[src/rtl/tlb_l2_arbiter.sv]
// Round-robin arbiter sharing the L2 TLB search port between the
// instruction-side and data-side tcache miss paths, with cancel and maintenance replay.
module tlb_l2_arbiter #(
    parameter int TLBIDLEN = 4
) (
    input  logic                clk,
    input  logic                reset,
    input  logic                req0_valid,
    input  logic [18:0]         req0_vppn,
    input  logic [9:0]          req0_asid,
    output logic                req0_ready,
    input  logic                cancel0,
    output logic                resp0_valid,
    output logic                resp0_hit,
    output logic [TLBIDLEN-1:0] resp0_index,
    input  logic                req1_valid,
    input  logic [18:0]         req1_vppn,
    input  logic [9:0]          req1_asid,
    output logic                req1_ready,
    input  logic                cancel1,
    output logic                resp1_valid,
    output logic                resp1_hit,
    output logic [TLBIDLEN-1:0] resp1_index,
    input  logic                maint_active,
    output logic [18:0]         l2_vppn,
    output logic [9:0]          l2_asid,
    input  logic                l2_hit,
    input  logic [TLBIDLEN-1:0] l2_index
);

    typedef enum logic [1:0] {
        S_IDLE,
        S_LOOKUP,
        S_RESP
    } state_t;

    state_t              state_q, state_d;
    logic                owner_q, owner_d;
    logic                rr_q, rr_d;
    logic [18:0]         vppn_q, vppn_d;
    logic [9:0]          asid_q, asid_d;
    logic                hit0_q, hit0_d;
    logic                hit1_q, hit1_d;
    logic [TLBIDLEN-1:0] idx0_q, idx0_d;
    logic [TLBIDLEN-1:0] idx1_q, idx1_d;
    logic                grant;
    logic                grant_id;
    logic                own_cancel;

    always_comb begin
        state_d    = state_q;
        owner_d    = owner_q;
        rr_d       = rr_q;
        vppn_d     = vppn_q;
        asid_d     = asid_q;
        hit0_d     = hit0_q;
        hit1_d     = hit1_q;
        idx0_d     = idx0_q;
        idx1_d     = idx1_q;
        grant      = 1'b0;
        grant_id   = (req0_valid && req1_valid) ? rr_q : req1_valid;
        own_cancel = owner_q ? cancel1 : cancel0;
        unique case (state_q)
            S_IDLE: begin
                if (!maint_active && (req0_valid || req1_valid)) begin
                    grant   = 1'b1;
                    state_d = S_LOOKUP;
                    owner_d = grant_id;
                    rr_d    = ~grant_id;
                    vppn_d  = grant_id ? req1_vppn : req0_vppn;
                    asid_d  = grant_id ? req1_asid : req0_asid;
                end
            end
            S_LOOKUP: begin
                // Cancel wins; maintenance holds off sampling so no stale hit escapes
                if (own_cancel) begin
                    state_d = S_IDLE;
                end else if (!maint_active) begin
                    state_d = S_RESP;
                    if (owner_q) begin
                        hit1_d = l2_hit;
                        idx1_d = l2_index;
                    end else begin
                        hit0_d = l2_hit;
                        idx0_d = l2_index;
                    end
                end
            end
            S_RESP: state_d = S_IDLE;
            default: state_d = S_IDLE;
        endcase
    end

    always_ff @(posedge clk or posedge reset) begin
        if (reset) begin
            state_q <= S_IDLE;
            owner_q <= 1'b0;
            rr_q    <= 1'b0;
            vppn_q  <= '0;
            asid_q  <= '0;
            hit0_q  <= 1'b0;
            hit1_q  <= 1'b0;
            idx0_q  <= '0;
            idx1_q  <= '0;
        end else begin
            state_q <= state_d;
            owner_q <= owner_d;
            rr_q    <= rr_d;
            vppn_q  <= vppn_d;
            asid_q  <= asid_d;
            hit0_q  <= hit0_d;
            hit1_q  <= hit1_d;
            idx0_q  <= idx0_d;
            idx1_q  <= idx1_d;
        end
    end

    assign req0_ready  = grant && !grant_id && !reset;
    assign req1_ready  = grant && grant_id && !reset;
    assign resp0_valid = (state_q == S_RESP) && !owner_q && !cancel0;
    assign resp1_valid = (state_q == S_RESP) && owner_q && !cancel1;
    assign resp0_hit   = hit0_q;
    assign resp0_index = idx0_q;
    assign resp1_hit   = hit1_q;
    assign resp1_index = idx1_q;
    assign l2_vppn     = vppn_q;
    assign l2_asid     = asid_q;

endmodule

[config.mk]
export PLATFORM = sky130hd
export DESIGN_NAME = tlb_l2_arbiter
export DESIGN_NICKNAME = d
export VERILOG_FILES = /design/src/rtl/tlb_l2_arbiter.sv
export SDC_FILE = /design/constraint.sdc
export NUM_CORES = 1
export LEC_CHECK = 0
export CAP_MARGIN = 0
export CORE_ASPECT_RATIO = 1.25
export CORE_MARGIN = 10
export CORE_UTILIZATION = 38
export DETAILED_ROUTE_END_ITERATION = 7
export PLACE_DENSITY_LB_ADDON = 0.12
export SYNTH_ARGS = -nofsm -noshare
export SYNTH_HDL_FRONTEND = slang
export SYNTH_SLANG_ARGS = --single-unit
[constraint.sdc]
create_clock -name clk -period 2.6 [get_ports clk]
set_input_delay 0.52 -clock clk [delete_from_list [all_inputs] [get_ports clk]]
set_output_delay 0.52 -clock clk [all_outputs]
set_load 0.02 [all_outputs]
After elaboration in Yosys (flattened, before gate mapping)

Cells that the tools add are included.

Register bits: 43
Input bits: 70
Output and inout bits: 43
Word-level logic and storage cells: 49

Equal/unequal tests: 4
Muxes and demuxes: 10
Bitwise logic cells: 4
Reduce and logical (&&, ||, !) cells: 22

Operators by type and width:

| kind                                                                  | number |
|---|---|
| 19-bit 2-to-1 mux                                                     | 1 |
| 1-bit logical AND                                                     | 10 |
| 10-bit 2-to-1 mux                                                     | 1 |
| 4-bit AND reduction                                                   | 2 |
| 1-bit logical NOT                                                     | 6 |
| 2-bit 2-to-1 mux                                                      | 3 |
| 1-bit 2-to-1 mux                                                      | 4 |
| 1-bit NOT                                                             | 4 |
| 2-bit case mux with 2 select lines                                    | 1 |
| 2-bit AND reduction                                                   | 2 |
| 3-bit != test, second input constant                                  | 1 |
| 2-bit by 1-bit equality test with 1-bit output, second input constant | 1 |
| 2-bit equality test, second input constant                            | 1 |
| 2-bit logical NOT                                                     | 1 |
| 2-bit != test, second input constant                                  | 1 |
| 1-bit logical OR                                                      | 1 |

Depth between registers and ports, before layout

Gate-level depths: netlist of run 1.

Word-level depth: 6
Depth in mapped cells: 5
Gate-level depth less buffers: 3

Worst setup path after synthesis of run 1

OpenSTA, ideal clock, no wires.

Kind: input -> output
From: input port reset
To: output port req0_ready
Data arrival time: 1.801 ns
Data required time: 2.080 ns
Path slack: 0.279 ns
Stages: 2
Path buffers: 0
Path through: inv_1 -> and2_1

Word-level cells in the longest chain between the ends: 2

Ends and longest elaborated chain:

| element           | line | text |
|---|---|---|
| start, declared   | 7    | `input logic reset,` |
| 1-bit logical NOT | 118  | `assign req0_ready = grant && !grant_id && !reset;` |
| 1-bit logical AND | 118  |  |
| end, declared     | 11   | `output logic req0_ready,` |

Every way passes these cells.

Final worst setup path of run 1

From: input port cancel0
To: output port resp0_valid

Word-level cells in the longest chain between the ends: 2

Ends and longest elaborated chain:

| element           | line | text |
|---|---|---|
| start, declared   | 12   | `input logic cancel0,` |
| 1-bit logical NOT | 120  | `assign resp0_valid = (state_q == S_RESP) && !owner_q && !cancel0;` |
| 1-bit logical AND | 120  |  |
| end, declared     | 13   | `output logic resp0_valid,` |

Every way passes these cells.

==> impl_metrics.json, run 1 <==
{
  "critPathMaxStageDelay_ns": 0.67,
  "tightest_slew_ns": 0.3666,
  "place_congestion": 0.7533,
  "clockBufferDepth": 2,
  "io_pins": 113,
  "drt_iter0_drc": 129,
  "portBuffers": 112,
  "vias": 1848,
  "rsz0062_at_grt": "no",
  "setup_viol": 0,
  "die_w_um": 84.98,
  "cp-start-kind": "primary input",
  "synth_top_area_share": 0.5365,
  "synth_top_area_cell": "dfrtp_1",
  "track_usage": 0.1578,
  "cts.sinks": 43,
  "power.density_nw_per_um2": 860.1,
  "antenna_cells": 0,
  "nNetsFinal": 365,
  "clk_latency_ns": 0.29,
  "clk_pin_slew_ns": 0.07,
  "antenna_left": 0,
  "grt_pass1_wl_um": 11100,
  "status": "finished, final reports clean",
  "synth_cells": 180,
  "synth_seq_cells": 43,
  "dieArea_um2": 8602,
  "fin_crit_sh": 0.9536,
  "netlist_top_cells_count": "dfrtp_1, nand2_1, a221o_1, nor3_1, mux2_2",
  "yosysMostFrequentCell": "dfrtp_1",
  "crit_required_ns": 2.08,
  "critPathTopFamily": "buffers and inverters",
  "synth_nets": 250,
  "path_max_fanout": 3,
  "fin_setup_tns_ns": 0,
  "drive_gt1_frac": 0.1284,
  "slowest_stage": "clkdlybuf4s50_1",
  "slew_headroom": 0.7556,
  "root_buffer": "clkbuf_8",
  "overflow": 0,
  "vdd_ir_drop_max_mv": 0.5851,
  "antenna_found_initial": 0,
  "yosys_warnings": 0,
  "first_pass_iters": 4,
  "drv_cap": 0,
  "netlist_area_um2": 2006,
  "fillers": 419,
  "fp-row-count": 29,
  "grt_start_max_net_pins": 31,
  "grt_pass1_vias": 2034,
  "wl_per_cell_um": 19.55,
  "critPathCaptureType": "output port",
  "synth.area.top_cells": "dfrtp_1, a221o_1, nor3_1, mux2_2, nand2_1",
  "h-tree-depth": 2,
  "avgSynthCellArea_um2": 11.14,
  "drv_slew": 0,
  "hpwl_um": 5119,
  "cts_setup_buffers": 0,
  "hold_viol_final": 0,
  "drt-vias-per-instance": 5.162,
  "ys_seq_area_frac": 0.5365,
  "holdCritPathClass": "flip-flop to flip-flop",
  "core_um2": 5116,
  "routed_wirelength_um": 6999,
  "timing.hold.ws_ns": 0.5122,
  "synth-edff-count": 0,
  "cts_tree": "built",
  "critPathArrivalTime_ns": 1.96,
  "crit_top_cell": "clkdlybuf4s50_1",
  "min_period_ns": 2.479,
  "dominantRegCellSynth": "dfrtp_1",
  "die_h_um": 101.2,
  "syn_to_final_growth_pct": 64.13,
  "drc": 0,
  "path_buf_inv": 2,
  "critical_path.cell_chain": "clkdlybuf4s50_1, nor4b_1, clkdlybuf4s50_1",
  "place_area_um2": 3191,
  "dp_cells": 350,
  "p_leak_nw": 1.379,
  "fmax_mhz": 403.3,
  "cts-buffers-inserted": 5,
  "design_area_um2": 3292,
  "async_flop_share": 1.000,
  "yosysUniqueCellTypes": 21,
  "initial_core_util": 0.3920,
  "path_class": "primary input to output port",
  "fin_skew_ns": 0.01053,
  "final_cells": 358
}
final cells by class:
type	instances	area [µm²]	area share
clock buffer	7	96.34	0.02927
clock inverter	1	7.507	0.002280
inverter	3	11.26	0.003421
multi-input combinational	118	814.5	0.2474
sequential	43	1076	0.3269
tap	62	77.57	0.02357
timing repair buffer	124	1209	0.3672
layout by cell type (no fill, tap or decap), drive strengths merged:
cell           count
dlygate4sd2        2
nor4b              2
nand3b             1
a221o             29
nor3b              2
nand2             32
nor2               1
nor3              30
o31ai              1
and3               1
dfrtp             43
and2               2
o21ai              1
clkinvlp           1
clkdlybuf4s50    110
buf               12
or3                1
nor2b              2
mux2              11
inv                3
a21oi              2
clkbuf             7
state kept, by name, summed over array words and instances, names as in the netlist:
signal and cells:
l2_asid 10, l2_vppn 19, owner_q 1, resp0_hit 1, resp0_index 4, resp1_hit 1
resp1_index 4, rr_q 1, state_q 2
final timing paths:
kind                            cells past startpoint           start  slack, ns        endpoint
worst max-delay path                                3         cancel0       0.12     resp0_valid
worst min-delay path                                1  resp1_index[2]       0.51  resp1_index[2]
worst max register to register                      5      state_q[1]       1.02      l2_asid[9]
worst min register to register                      1  resp1_index[2]       0.51  resp1_index[2]
max in group asynchronous                           3           reset       1.67  resp1_index[2]
min in group asynchronous                           3           reset       0.58            rr_q
per-layer routing:
| layer | part of all wire | vias up | wire [µm] | global-route usage |
|---|---|---|---|---|
| li1 | - | 896 | - | - |
| met1 | 0.44 | 882 | 3063 | 0.1922 |
| met2 | 0.48 | 65 | 3392 | 0.2546 |
| met3 | 0.069 | 5 | 484 | 0.05783 |
| met4 | 0.0083 | 0 | 58 | 0.04695 |
| met5 | 0 | - | 0 | 0 |
report_power, final:
| group | leakage, nW | total (mW) | internal (mW) | switching (mW) |
|---|---|---|---|---|
| clock network | 0.0505 | 0.467 | 0.242 | 0.225 |
| registers | 0.530 | 1.04 | 0.906 | 0.137 |
| logic | 0.799 | 1.32 | 0.701 | 0.620 |
repair_timing:
| action | 4_1_cts | 5_1_grt |
|---|---|---|
| hold buffers | 0 | 0 |
| resized for setup | 2 | 0 |
| endpoints found under the setup margin | 2 | 0 |
stage by stage:
step | worst slack (ns) | total power [mW] | utilization
floorplan | 0.2789 | 1.698 | -
global placement | -0.1313 | 2.374 | 0.6236
detailed placement | -0.1439 | 2.390 | 0.6236
CTS | 0.07120 | 2.871 | 0.6434
global route | 0.05341 | 2.991 | 0.6434
finish | 0.1206 | 2.832 | 0.6434
cell families after synthesis:
group           Yosys count  synth area share
flops                    43            0.5365
compound gates           33            0.1560
simple gates             74            0.1853
buf+inv                  19           0.06051
mux                      11           0.06176
Note: power is estimated with default switching activity, not from simulation.
==> run 2, diff against run 1 <==
--- a/config.mk
+++ b/config.mk
@@ -8,7 +8,7 @@
 export CAP_MARGIN = 0
 export CORE_ASPECT_RATIO = 1.25
 export CORE_MARGIN = 10
-export CORE_UTILIZATION = 38
+export CORE_UTILIZATION = 41
 export DETAILED_ROUTE_END_ITERATION = 7
 export PLACE_DENSITY_LB_ADDON = 0.12
 export SYNTH_ARGS = -nofsm -noshare
==> constraint.sdc (replaced) <==
create_clock -name clk -period 2.9 [get_ports clk]
set_input_delay 0.58 -clock clk [delete_from_list [all_inputs] [get_ports clk]]
set_output_delay 0.58 -clock clk [all_outputs]
set_load 0.02 [all_outputs]
==> impl_metrics.json, run 2 (synthesized netlist as in run 1, its figures left out) <==
{
  "status": "finished, final reports clean",
  "fmax_mhz": 388.1,
  "die_w_um": 82.56,
  "setup_viol": 0,
  "slowest_stage": "clkdlybuf4s50_1",
  "critPathLaunch": "cancel0",
  "cts_tree": "built",
  "drv_slew": 0,
  "critPathCaptureType": "output port",
  "track_usage": 0.1645,
  "portBuffers": 112,
  "critPathTopFamily": "buffers and inverters",
  "cts_setup_buffers": 0,
  "tightest_slew_ns": 0.6034,
  "cts-buffers-inserted": 5,
  "critical_path.cell_chain": "clkdlybuf4s50_1, nor4b_1, clkdlybuf4s50_1",
  "cts.sinks": 43,
  "min_period_ns": 2.576,
  "rsz0062_at_grt": "no",
  "power.density_nw_per_um2": 773.2,
  "crit_required_ns": 2.32,
  "rr_endpoint": "l2_vppn[2]",
  "fin_setup_tns_ns": 0,
  "final_cell_mix": "clkdlybuf4s50_1, dfrtp_1, nand2_1",
  "place_area_um2": 3171,
  "drc": 0,
  "critPathCapture": "resp0_valid",
  "slew_headroom": 0.5977,
  "h-tree-depth": 2,
  "initial_core_util": 0.4241,
  "holdCritPathClass": "primary input to async pin",
  "drv_cap": 0,
  "antenna_cells": 0,
  "grt_pass1_wl_um": 10610,
  "largest_reg_flops": 19,
  "fp-row-count": 28,
  "vias": 1899,
  "clk_latency_ns": 0.29,
  "first_pass_iters": 4,
  "drive_gt1_frac": 0.1164,
  "timing.rr.start": "state_q[1]",
  "io_pins": 113,
  "timing.hold.ws_ns": 0.4488,
  "dieArea_um2": 8107,
  "syn_to_final_growth_pct": 63.51,
  "r2r_slack_ns": 1.27,
  "final_cells": 352,
  "critPathMaxStageDelay_ns": 0.67,
  "clockBufferDepth": 2,
  "design_area_um2": 3279,
  "path_class": "primary input to output port",
  "cts_hold_buf": 0,
  "core_um2": 4730,
  "place_congestion": 0.7894,
  "nNetsFinal": 361,
  "crit_top_cell": "clkdlybuf4s50_1",
  "fin_skew_ns": 0.005380,
  "antenna_left": 0,
  "cts-resized-gates": 0,
  "routed_wirelength_um": 6682,
  "cp-start-kind": "primary input",
  "critPathArrivalTime_ns": 2.00,
  "wl_per_cell_um": 18.98,
  "drt_iter0_drc": 84,
  "grt_pass1_vias": 2012,
  "hpwl_um": 4827,
  "root_buffer": "clkbuf_8",
  "die_h_um": 98.20,
  "fin_crit_sh": 0.8884,
  "path_max_fanout": 3,
  "drt-vias-per-instance": 5.395,
  "critical_path_depth": 3,
  "r2r_cells": 4,
  "hold_viol_final": 0,
  "vdd_ir_drop_max_mv": 0.6223,
  "clk_pin_slew_ns": 0.08,
  "final_common_cell": "clkdlybuf4s50_1",
  "antenna_found_initial": 0,
  "grt_start_max_net_pins": 43,
  "overflow": 0,
  "p_leak_nw": 1.392,
  "path_buf_inv": 2,
  "dp_cells": 344
}
-- run 2: cell count changes in the layout (fill, tap and decap cells not counted), sizes merged --
cell / delta
dlygate4sd2: -2
dlymetal6s2s: +2
buf: -4
-- run 2: area by class of cell --
class / count / area, µm²
Fill cell: 381 / 1450
Inverter: 3 / 11.26
Tap cell: 60 / 75.07
Clock buffer: 7 / 96.34
Multi-Input combinational cell: 118 / 814.5
Timing Repair Buffer: 120 / 1199
Sequential cell: 43 / 1076
Clock inverter: 1 / 7.507
-- run 2: how the worst min path moves through the flow --
stage                                end  slack (ns)
final                               rr_q        0.45
after detailed placement  resp1_index[3]        0.49
after global placement    resp0_index[1]        0.49
after global routing                rr_q        0.45
after CTS                           rr_q        0.44
after floorplan                     rr_q        0.51
-- run 2: through the flow --
stage                 util  setup WS (ns)  power [mW]
floorplan                -         0.4589       1.523
detailed placement  0.6704        0.01829       2.139
global placement    0.6704        0.03751       2.123
finish              0.6934         0.3236       2.535
global route        0.6934         0.1650       2.682
CTS                 0.6923        0.01829       2.575
-- run 2: per-layer routing --
| layer | GRT usage | vias to the layer above | wire (µm) |
|---|---|---|---|
| li1 | - | 896 | - |
| met3 | 0.06697 | 9 | 696 |
| met5 | 0 | - | 0 |
| met2 | 0.2789 | 67 | 3389 |
| met4 | 0.03097 | 0 | 56 |
| met1 | 0.1886 | 927 | 2539 |
-- run 2: where the power goes --
part           internal, mW  leakage [nW]  switching, mW
clock                 0.217        0.0505          0.206
sequential            0.813         0.530          0.121
combinational         0.627         0.812          0.552
total                  1.66          1.39          0.879
==> run 3, diff against run 2 <==
--- a/config.mk
+++ b/config.mk
@@ -6,7 +6,7 @@
 export NUM_CORES = 1
 export LEC_CHECK = 0
 export CAP_MARGIN = 0
-export CORE_ASPECT_RATIO = 1.25
+export CORE_ASPECT_RATIO = 1.75
 export CORE_MARGIN = 10
 export CORE_UTILIZATION = 41
 export DETAILED_ROUTE_END_ITERATION = 7
==> impl_metrics.json, run 3 (synthesized netlist as in run 1, its figures left out) <==
{
  "status": "finished, final reports clean",
  "cts_hold_buf": 0,
  "tightest_slew_ns": 0.5645,
  "final_cell_mix": "clkdlybuf4s50_1, dfrtp_1, nand2_1",
  "fp-row-count": 33,
  "critPathTopFamily": "buffers and inverters",
  "die_w_um": 72.87,
  "critPathMaxStageDelay_ns": 0.67,
  "clk_pin_slew_ns": 0.08,
  "portBuffers": 112,
  "dieArea_um2": 8200,
  "fin_skew_ns": 0.006575,
  "routed_wirelength_um": 7081,
  "first_pass_iters": 4,
  "hold_viol_final": 0,
  "holdCritPathClass": "flip-flop to flip-flop",
  "overflow": 0,
  "io_pins": 113,
  "final_common_cell": "clkdlybuf4s50_1",
  "path_max_fanout": 3,
  "p_sw_frac": 0.3572,
  "slowest_stage": "clkdlybuf4s50_1",
  "switchingPower_uw": 890.9,
  "drt_iter0_drc": 188,
  "core_um2": 4707,
  "drv_slew": 0,
  "fmax_mhz": 386.8,
  "grt_pass1_wl_um": 11270,
  "fin_setup_tns_ns": 0,
  "critical_path.cell_chain": "clkdlybuf4s50_1, nor4b_1, clkdlybuf4s50_1",
  "p_leak_nw": 1.372,
  "drt-vias-per-instance": 5.564,
  "cts_tree": "built",
  "antenna_found_initial": 1,
  "track_usage": 0.1722,
  "design_area_um2": 3233,
  "setup_viol": 0,
  "dp_slack_ns": 0.05733,
  "rsz0062_at_grt": "no",
  "path_class": "primary input to output port",
  "drive_gt1_frac": 0.1100,
  "die_h_um": 112.5,
  "nNetsFinal": 360,
  "slew_headroom": 0.6237,
  "fin_crit_sh": 0.8916,
  "hpwl_um": 5183,
  "vdd_ir_drop_max_mv": 0.6674,
  "path_buf_inv": 2,
  "cp-start-kind": "primary input",
  "p_int_mw": 1.603,
  "pwr-share-seq": 0.375,
  "p_clk_frac": 0.152,
  "fillers": 407,
  "syn_to_final_growth_pct": 61.20,
  "grt_pass1_vias": 2039,
  "antenna_left": 0,
  "power.density_nw_per_um2": 771.5,
  "vias": 1914,
  "cts-buffers-inserted": 5,
  "root_buffer": "clkbuf_8",
  "setup_ws_ns": 0.3144,
  "power_frac_comb": 0.473,
  "clockBufferDepth": 2,
  "finalPower_mw": 2.494,
  "clk_latency_ns": 0.30,
  "place_congestion": 0.7349,
  "drv_cap": 0,
  "critPathCaptureType": "output port",
  "initial_core_util": 0.4261,
  "crit_top_cell": "clkdlybuf4s50_1",
  "largest_reg_flops": 19,
  "h-tree-depth": 2,
  "cts.sinks": 43,
  "critPathArrivalTime_ns": 2.01,
  "place_area_um2": 3141,
  "crit_required_ns": 2.32,
  "grt_start_max_net_pins": 44,
  "min_period_ns": 2.586,
  "wl_per_cell_um": 20.58,
  "drc": 0,
  "cts_setup_buffers": 0
}
## run 3: timing repair
action / CTS / global route
resized for setup: 0 / 2
setup endpoints to repair: 0 / 2
endpoints found under the hold margin: 0 / 0
## run 3: layout make-up
class	instances	area, µm²	share of cell area
multi-input combinational	118	814.5	0.2519
timing repair buffer	119	1179	0.3646
clock inverter	2	12.51	0.003870
sequential	43	1076	0.3328
clock buffer	6	72.57	0.02245
tap	52	65.06	0.02012
inverter	3	11.26	0.003483
antenna	1	2.502	0.0007740
## run 3: routing by layer
| metal | GRT usage | part of all wire |
|---|---|---|
| met1 | 0.2030 | 0.38 |
| met2 | 0.2753 | 0.52 |
| met3 | 0.05820 | 0.082 |
| met4 | 0.07125 | 0.023 |
| met5 | 0 | 0 |
## run 3: per-stage QoR
step                hold slack (ns)  utilization  std cells
floorplan                    0.5079            -        180
global placement             0.4858       0.6672        335
detailed placement           0.4928       0.6672        335
CTS                          0.5125       0.6853        343
global route                 0.5197       0.6869        344
finish                       0.5083       0.6869        344
## run 3: worst paths after layout
path	slack, ns	cells past startpoint	start	endpoint
min reg2reg	0.51	1	resp0_hit	resp0_hit
min	0.51	1	resp0_hit	resp0_hit
max	0.31	3	cancel1	resp1_valid
max reg2reg	1.36	4	state_q[1]	l2_asid[2]
min in group asynchronous	0.78	3	reset	l2_vppn[0]
max in group asynchronous	1.73	3	reset	state_q[1]
## run 3: worst register-to-register path, cell delays in order (launching register included)
cell and delay [ns]:
dfrtp_1 0.44, or3_4 0.41, buf_4 0.26, nor3_1 0.24, a221o_1 0.14
## run 3: power groups by stage
stage                     logic (mW)  clock network (mW)  registers (mW)
after CTS                       1.20               0.398           0.936
after global placement          1.19                   0           0.933
after global routing            1.25               0.414           0.960
after detailed placement        1.20                   0           0.946
final                           1.18               0.380           0.935
after floorplan                0.334                   0            1.19
